==> src/rtl/jesd204_enc_8b10b.sv <==
// ---------------------------------------------------------------------------
// jesd204_enc_8b10b
//
// Multi-lane 8b/10b encoder for a JESD204 transmit link. Each lane encodes
// four octets per clock (byte 0 first on the wire). The running disparity
// is chained combinationally through the four bytes and carried to the next
// valid word. Each lane keeps its own disparity.
//
// Ports
//   clk      in   encoder clock
//   rst      in   asynchronous active-high reset
//   en       in   input word valid; di/di_k are consumed only when en=1
//   di       in   [LANES][4][8]  octets per lane, byte 0 transmitted first
//   di_k     in   [LANES][4]     per-octet control-character flag
//   dout     out  [LANES][4][10] encoded symbols, bit0=a ... bit5=i,
//                                bit6=f ... bit9=j (bit0 transmitted first).
//                                Named dout because `do` is a reserved word.
//   do_vld   out  dout holds a newly encoded word
//   k_err    out  [LANES] the word on dout had a control flag on a code
//                 outside K28.0-7, K23.7, K27.7, K29.7, K30.7
//   rd       out  [LANES] running disparity after byte 3 (0=neg, 1=pos)
// ---------------------------------------------------------------------------
module jesd204_enc_8b10b #(
  parameter int LANES = 1
) (
  input  logic                         clk,
  input  logic                         rst,
  input  logic                         en,
  input  logic [LANES-1:0][3:0][7:0]   di,
  input  logic [LANES-1:0][3:0]        di_k,
  output logic [LANES-1:0][3:0][9:0]   dout,
  output logic                         do_vld,
  output logic [LANES-1:0]             k_err,
  output logic [LANES-1:0]             rd
);

  typedef struct packed {
    logic [9:0] sym;   // output bit order: bit0 = a
    logic       rd;    // running disparity after this byte
    logic       kerr;  // control flag on a code outside the valid K set
  } enc_t;

  // 5b/6b codes for a negative current disparity, written abcdei (a = MSB).
  function automatic logic [5:0] tbl6(input logic [4:0] x);
    logic [5:0] r;
    case (x)
      5'd0:  r = 6'b100111;  5'd1:  r = 6'b011101;
      5'd2:  r = 6'b101101;  5'd3:  r = 6'b110001;
      5'd4:  r = 6'b110101;  5'd5:  r = 6'b101001;
      5'd6:  r = 6'b011001;  5'd7:  r = 6'b111000;
      5'd8:  r = 6'b111001;  5'd9:  r = 6'b100101;
      5'd10: r = 6'b010101;  5'd11: r = 6'b110100;
      5'd12: r = 6'b001101;  5'd13: r = 6'b101100;
      5'd14: r = 6'b011100;  5'd15: r = 6'b010111;
      5'd16: r = 6'b011011;  5'd17: r = 6'b100011;
      5'd18: r = 6'b010011;  5'd19: r = 6'b110010;
      5'd20: r = 6'b001011;  5'd21: r = 6'b101010;
      5'd22: r = 6'b011010;  5'd23: r = 6'b111010;
      5'd24: r = 6'b110011;  5'd25: r = 6'b100110;
      5'd26: r = 6'b010110;  5'd27: r = 6'b110110;
      5'd28: r = 6'b001110;  5'd29: r = 6'b101110;
      5'd30: r = 6'b011110;  5'd31: r = 6'b101011;
      default: r = 6'b000000;
    endcase
    return r;
  endfunction

  // Encode one octet. Every sub-block table entry below is the form used
  // when the disparity entering that sub-block is negative; the positive
  // form is its complement whenever the entry is unbalanced or is one of
  // the balanced two-form codes (D.07 6b, D.x.3 4b, all K28 4b codes).
  function automatic enc_t enc_byte(input logic [7:0] b, input logic k,
                                    input logic rd_in);
    logic [4:0] x;
    logic [2:0] y;
    logic       k28;
    logic       k_ok;
    logic       use_a7;
    logic [5:0] c6;
    logic [3:0] c4;
    logic       rd6;
    logic [9:0] code;
    enc_t       r;

    x    = b[4:0];
    y    = b[7:5];
    k28  = k && (x == 5'd28);
    k_ok = k28 || (k && (y == 3'd7) &&
           (x == 5'd23 || x == 5'd27 || x == 5'd29 || x == 5'd30));

    // 6b sub-block; an invalid K falls through to the data table
    c6 = k28 ? 6'b001111 : tbl6(x);
    if (rd_in && (($countones(c6) != 3) || (x == 5'd7)))
      c6 = ~c6;
    rd6 = rd_in ^ ($countones(c6) != 3);

    // 4b sub-block, selected by the disparity left after the 6b sub-block
    if (k28) begin
      case (y)
        3'd0:    c4 = 4'b1011;
        3'd1:    c4 = 4'b0110;
        3'd2:    c4 = 4'b1010;
        3'd3:    c4 = 4'b1100;
        3'd4:    c4 = 4'b1101;
        3'd5:    c4 = 4'b0101;
        3'd6:    c4 = 4'b1001;
        default: c4 = 4'b0111;
      endcase
    end else begin
      // A7 avoids a run of five equal bits across the sub-block boundary
      use_a7 = k_ok ||
               (!rd6 && (x == 5'd17 || x == 5'd18 || x == 5'd20)) ||
               ( rd6 && (x == 5'd11 || x == 5'd13 || x == 5'd14));
      case (y)
        3'd0:    c4 = 4'b1011;
        3'd1:    c4 = 4'b1001;
        3'd2:    c4 = 4'b0101;
        3'd3:    c4 = 4'b1100;
        3'd4:    c4 = 4'b1101;
        3'd5:    c4 = 4'b1010;
        3'd6:    c4 = 4'b0110;
        default: c4 = use_a7 ? 4'b0111 : 4'b1110;
      endcase
    end
    if (rd6 && (k28 || ($countones(c4) != 2) || (y == 3'd3)))
      c4 = ~c4;

    code   = {c6, c4};               // abcdeifghj, a = MSB
    for (int i = 0; i < 10; i++)
      r.sym[i] = code[9-i];          // a goes out first, so a -> bit0
    r.rd   = rd6 ^ ($countones(c4) != 2);
    r.kerr = k && !k_ok;
    return r;
  endfunction

  logic [LANES-1:0][3:0][9:0] nxt_do;
  logic [LANES-1:0]           nxt_rd;
  logic [LANES-1:0]           nxt_kerr;
  logic                       rd_run;
  enc_t                       res;

  // Four-byte disparity chain per lane, evaluated in a single cycle.
  always_comb begin
    // NOTE: every signal written here gets a default first so no path
    // leaves it unassigned, which would infer a latch.
    nxt_do   = '0;
    nxt_rd   = '0;
    nxt_kerr = '0;
    rd_run   = 1'b0;
    res      = '0;
    for (int l = 0; l < LANES; l++) begin
      rd_run = rd[l];
      for (int bi = 0; bi < 4; bi++) begin
        res             = enc_byte(di[l][bi], di_k[l][bi], rd_run);
        nxt_do[l][bi]   = res.sym;
        rd_run          = res.rd;
        nxt_kerr[l]     = nxt_kerr[l] | res.kerr;
      end
      nxt_rd[l] = rd_run;
    end
  end

  // NOTE: state registers use non-blocking assignments so every flop samples
  // the pre-edge value regardless of process evaluation order.
  always_ff @(posedge clk or posedge rst) begin
    if (rst) begin
      dout   <= '0;
      do_vld <= 1'b0;
      k_err  <= '0;
      rd     <= '0;
    end else if (en) begin
      dout   <= nxt_do;
      do_vld <= 1'b1;
      k_err  <= nxt_kerr;
      rd     <= nxt_rd;
    end else begin
      do_vld <= 1'b0;
    end
  end

endmodule

==> config.mk <==
export PLATFORM = sky130hd
export DESIGN_NAME = jesd204_enc_8b10b
export DESIGN_NICKNAME = d
export VERILOG_FILES = /design/src/rtl/jesd204_enc_8b10b.sv
export SDC_FILE = /design/constraint.sdc
export NUM_CORES = 1
export LEC_CHECK = 0
export CAP_MARGIN = 10
export CORE_MARGIN = 2
export CORE_UTILIZATION = 55
export CTS_BUF_LIST = sky130_fd_sc_hd__clkbuf_8
export DETAILED_ROUTE_END_ITERATION = 12
export GPL_TIMING_DRIVEN = 0
export PLACE_DENSITY_LB_ADDON = 0.2
export SETUP_SLACK_MARGIN = 0.15
export SLEW_MARGIN = 40
export SYNTH_ARGS = -nofsm -noshare
export SYNTH_HDL_FRONTEND = slang
export SYNTH_SLANG_ARGS = --single-unit
export TNS_END_PERCENT = 30
==> constraint.sdc <==
create_clock -name clk -period 56.8 [get_ports clk]
set_input_delay 11.36 -clock clk [delete_from_list [all_inputs] [get_ports clk]]
set_output_delay 11.36 -clock clk [all_outputs]
set_load 0.03 [all_outputs]
==> qor.json <==
{
  "run_status": {
    "run_status": "complete, no violations"
  },
  "yosys": {
    "ys_types": 74,
    "number_of_enable_flip_flop_cells_after_synthesis": 0,
    "post_synth.cell_area_avg_um2": 8.19,
    "synth.cell_area_um2": 5870,
    "postSynthNetCount": 838,
    "synth-seq-cells": 43,
    "synth_sequential_area_ratio_pct": 18.3,
    "synthFlopType": "sky130_fd_sc_hd__dfrtp_1",
    "count_of_mapped_cells_out_of_synthesis": 717,
    "synth_async_sr_flop_share_pct": 100,
    "yosysWarnings": 0
  },
  "worst_setup_path": {
    "worst_r2r_startpoint": "rd$_DFFE_PP0P_",
    "worstPathMaxFanout": 8,
    "launching_element_of_the_worst_setup_path": "di[1]",
    "worst_setup_path_end_kind": "register",
    "cpMostUsedCell": "sky130_fd_sc_hd__ha_1",
    "worstPathRequired_ns": 57.00,
    "critical-path-top-delay-family": "adder cells",
    "critical-path-max-stage-delay_ns": 0.63,
    "critical_path_class": "in -> reg",
    "worstPathBufferInverterCount": 21,
    "crit_path_top_delay_cell": "sky130_fd_sc_hd__o31ai_2",
    "cp-start-kind": "primary input",
    "worst_ep_arrival_time_ns": 40.95
  },
  "clock_tree": {
    "cts.reportedPaths.clkPinSlew_ns": 0.09,
    "max-clock-path-buffers": 2,
    "cts.sink_count": 43,
    "insertion_delay_ns": 0.31,
    "post_cts.repair.setup_buffers": 0,
    "cts_hold_buffers": 0,
    "cts-buffers-inserted": 5,
    "cts.root.buffer_cell": "sky130_fd_sc_hd__clkbuf_8",
    "cts-htree-levels": 2,
    "postCtsResizedCells": 0,
    "tritoncts": "built"
  },
  "floorplan": {
    "floorplan.io_pins": 82,
    "width_of_the_chip_um": 107,
    "y_dimension_of_the_die_um": 107,
    "design.die.area_um2": 11500,
    "initial_utilization_pct": 56.9,
    "fp-row-count": 37,
    "core_area_um2": 10300
  },
  "global_routing": {
    "grt_pass1_wl_um": 25200,
    "antenna_violations_before_repair": 0,
    "globalRouteOverflowTotal": 0,
    "grtUsageTotal_pct": 27.0,
    "pin_count_of_the_biggest_net_entering_global_routing": 44,
    "first_global_vias": 5451
  },
  "drt": {
    "antenna_left": 0,
    "vias": 5484,
    "first_iter_violations": 335,
    "drt_pre_antenna_iters": 4,
    "detail_route.vias_per_cell": 5.85,
    "postRouteWirelength_um": 15000,
    "avgRoutedWirePerCell_um": 16.0,
    "remaining_drc_errors": 0
  },
  "timing": {
    "setup-tns-final_ns": 0,
    "worst_slew_pin_slew_ns": 0.804,
    "fin_crit_ns": 40.75,
    "rsz_0062_raised_after_global_routing": "no",
    "maxSlewHeadroom_pct": 46.4,
    "post-route-period-util_pct": 71.7,
    "hold-worst-slack_ns": 0.500,
    "finalHoldViolations": 0,
    "drv_slew": 0,
    "max_freq_mhz": 24.5,
    "final.setup_skew_ns": 0.00343,
    "report.final.setup_viol": 0
  },
  "layout": {
    "post_route_cells_drive_above_1_share_pct": 8.10,
    "most_frequent_cells_in_the_layout": "sky130_fd_sc_hd__clkdlybuf4s50_1 (77), sky130_fd_sc_hd__nand2_1 (69), sky130_fd_sc_hd__inv_1 (63)",
    "nets": 922,
    "commonest_non_fill_non_tap_cell_in_the_layout": "sky130_fd_sc_hd__clkdlybuf4s50_1",
    "syn2layout_area_growth_pct": 18.3,
    "antenna-diode-count": 0
  },
  "flow_run": {
    "drv.max_cap_violation_count": 0
  },
  "hold_path": {
    "worstHoldStart": "dout[15]$_DFFE_PP0P_",
    "worst_hold_path_type": "reg -> reg"
  },
  "place": {
    "place.port_buffers": 77,
    "hpwlAfterDp_um": 12000,
    "place.gp.congestion": 0.909
  }
}
path summary, 6_finish.rpt:
path | end | slack [ns] | cells after the start
max | rd$_DFFE_PP0P_ | 16.05 | 125
min | dout[15]$_DFFE_PP0P_ | 0.50 | 2
max reg2reg | rd$_DFFE_PP0P_ | 30.62 | 111
min reg2reg | dout[15]$_DFFE_PP0P_ | 0.50 | 2
max in group asynchronous | dout[16]$_DFFE_PP0P_ | 44.97 | 2
min in group asynchronous | dout[12]$_DFFE_PP0P_ | 11.45 | 2
logic make-up (layout without fill, tap and decap cells):
logic type / Yosys count / count (layout) / share of synthesized area [%]
fa+ha+maj: 83 / 83 / 20.7
xor+xnor: 60 / 60 / 10.4
compound gates: 169 / 169 / 18.2
simple gates: 224 / 224 / 18.4
flops: 43 / 43 / 18.3
mux: 40 / 40 / 7.52
buf+inv: 98 / 183 / 6.48
through the flow:
stage                     area, um^2  std cells  worst slack (ns)  util [%]
after floorplan                 5870        717             19.31         -
after global placement          6810        930             16.69      66.0
after detailed placement        6820        930             15.94      66.0
after CTS                       6950        938             16.09      67.3
after global routing            6950        938             14.34      67.3
final                           6950        938             16.05      67.3
state kept, by name, summed over array words and instances, names as in the netlist:
name	flops
rd	1
do_vld	1
k_err	1
dout	40
area by class of cell:
class / count / area (um^2)
Buffer: 33 / 136
Clock buffer: 5 / 68.8
Clock inverter: 3 / 63.8
Fill cell: 854 / 3370
Inverter: 65 / 246
Multi-Input combinational cell: 576 / 4420
Sequential cell: 43 / 1080
Tap cell: 136 / 170
Timing Repair Buffer: 77 / 771
worst min-delay path, delay by kind of cell (launching register included):
kind	cells	cell delay, ns
AND/OR/NAND/NOR	1	0.05
AO/OA/AOI/OAI	1	0.07
flip-flops	1	0.35
cells in the mapped netlist (all sizes together) (8+ instances only):
| cell type | instances | area, um^2 |
|---|---|---|
| a31oi | 8 | 50.1 |
| fa | 24 | 480 |
| nor2 | 65 | 256 |
| mux2i | 16 | 160 |
| dfrtp | 43 | 1080 |
| a21oi | 55 | 275 |
| nor3 | 16 | 85.1 |
| mux2 | 23 | 259 |
| nand2 | 70 | 265 |
| o21ai | 47 | 235 |
| clkbuf | 27 | 103 |
| xnor2 | 39 | 372 |
| nand2b | 9 | 56.3 |
| inv | 63 | 236 |
| nand3 | 16 | 80.1 |
| nor3b | 9 | 78.8 |
| xor2 | 19 | 189 |
| ha | 58 | 726 |
metal layers:
layer	vias up	global-route usage [%]	routed length, um
li1	2658	-	-
met1	2612	35.1	6490
met2	190	47.1	7430
met3	24	3.75	837
met4	0	7.23	250
met5	-	0	0
Power is not shown: default switching activity piles up to over one toggle a cycle in this logic, so the estimate is an artifact.
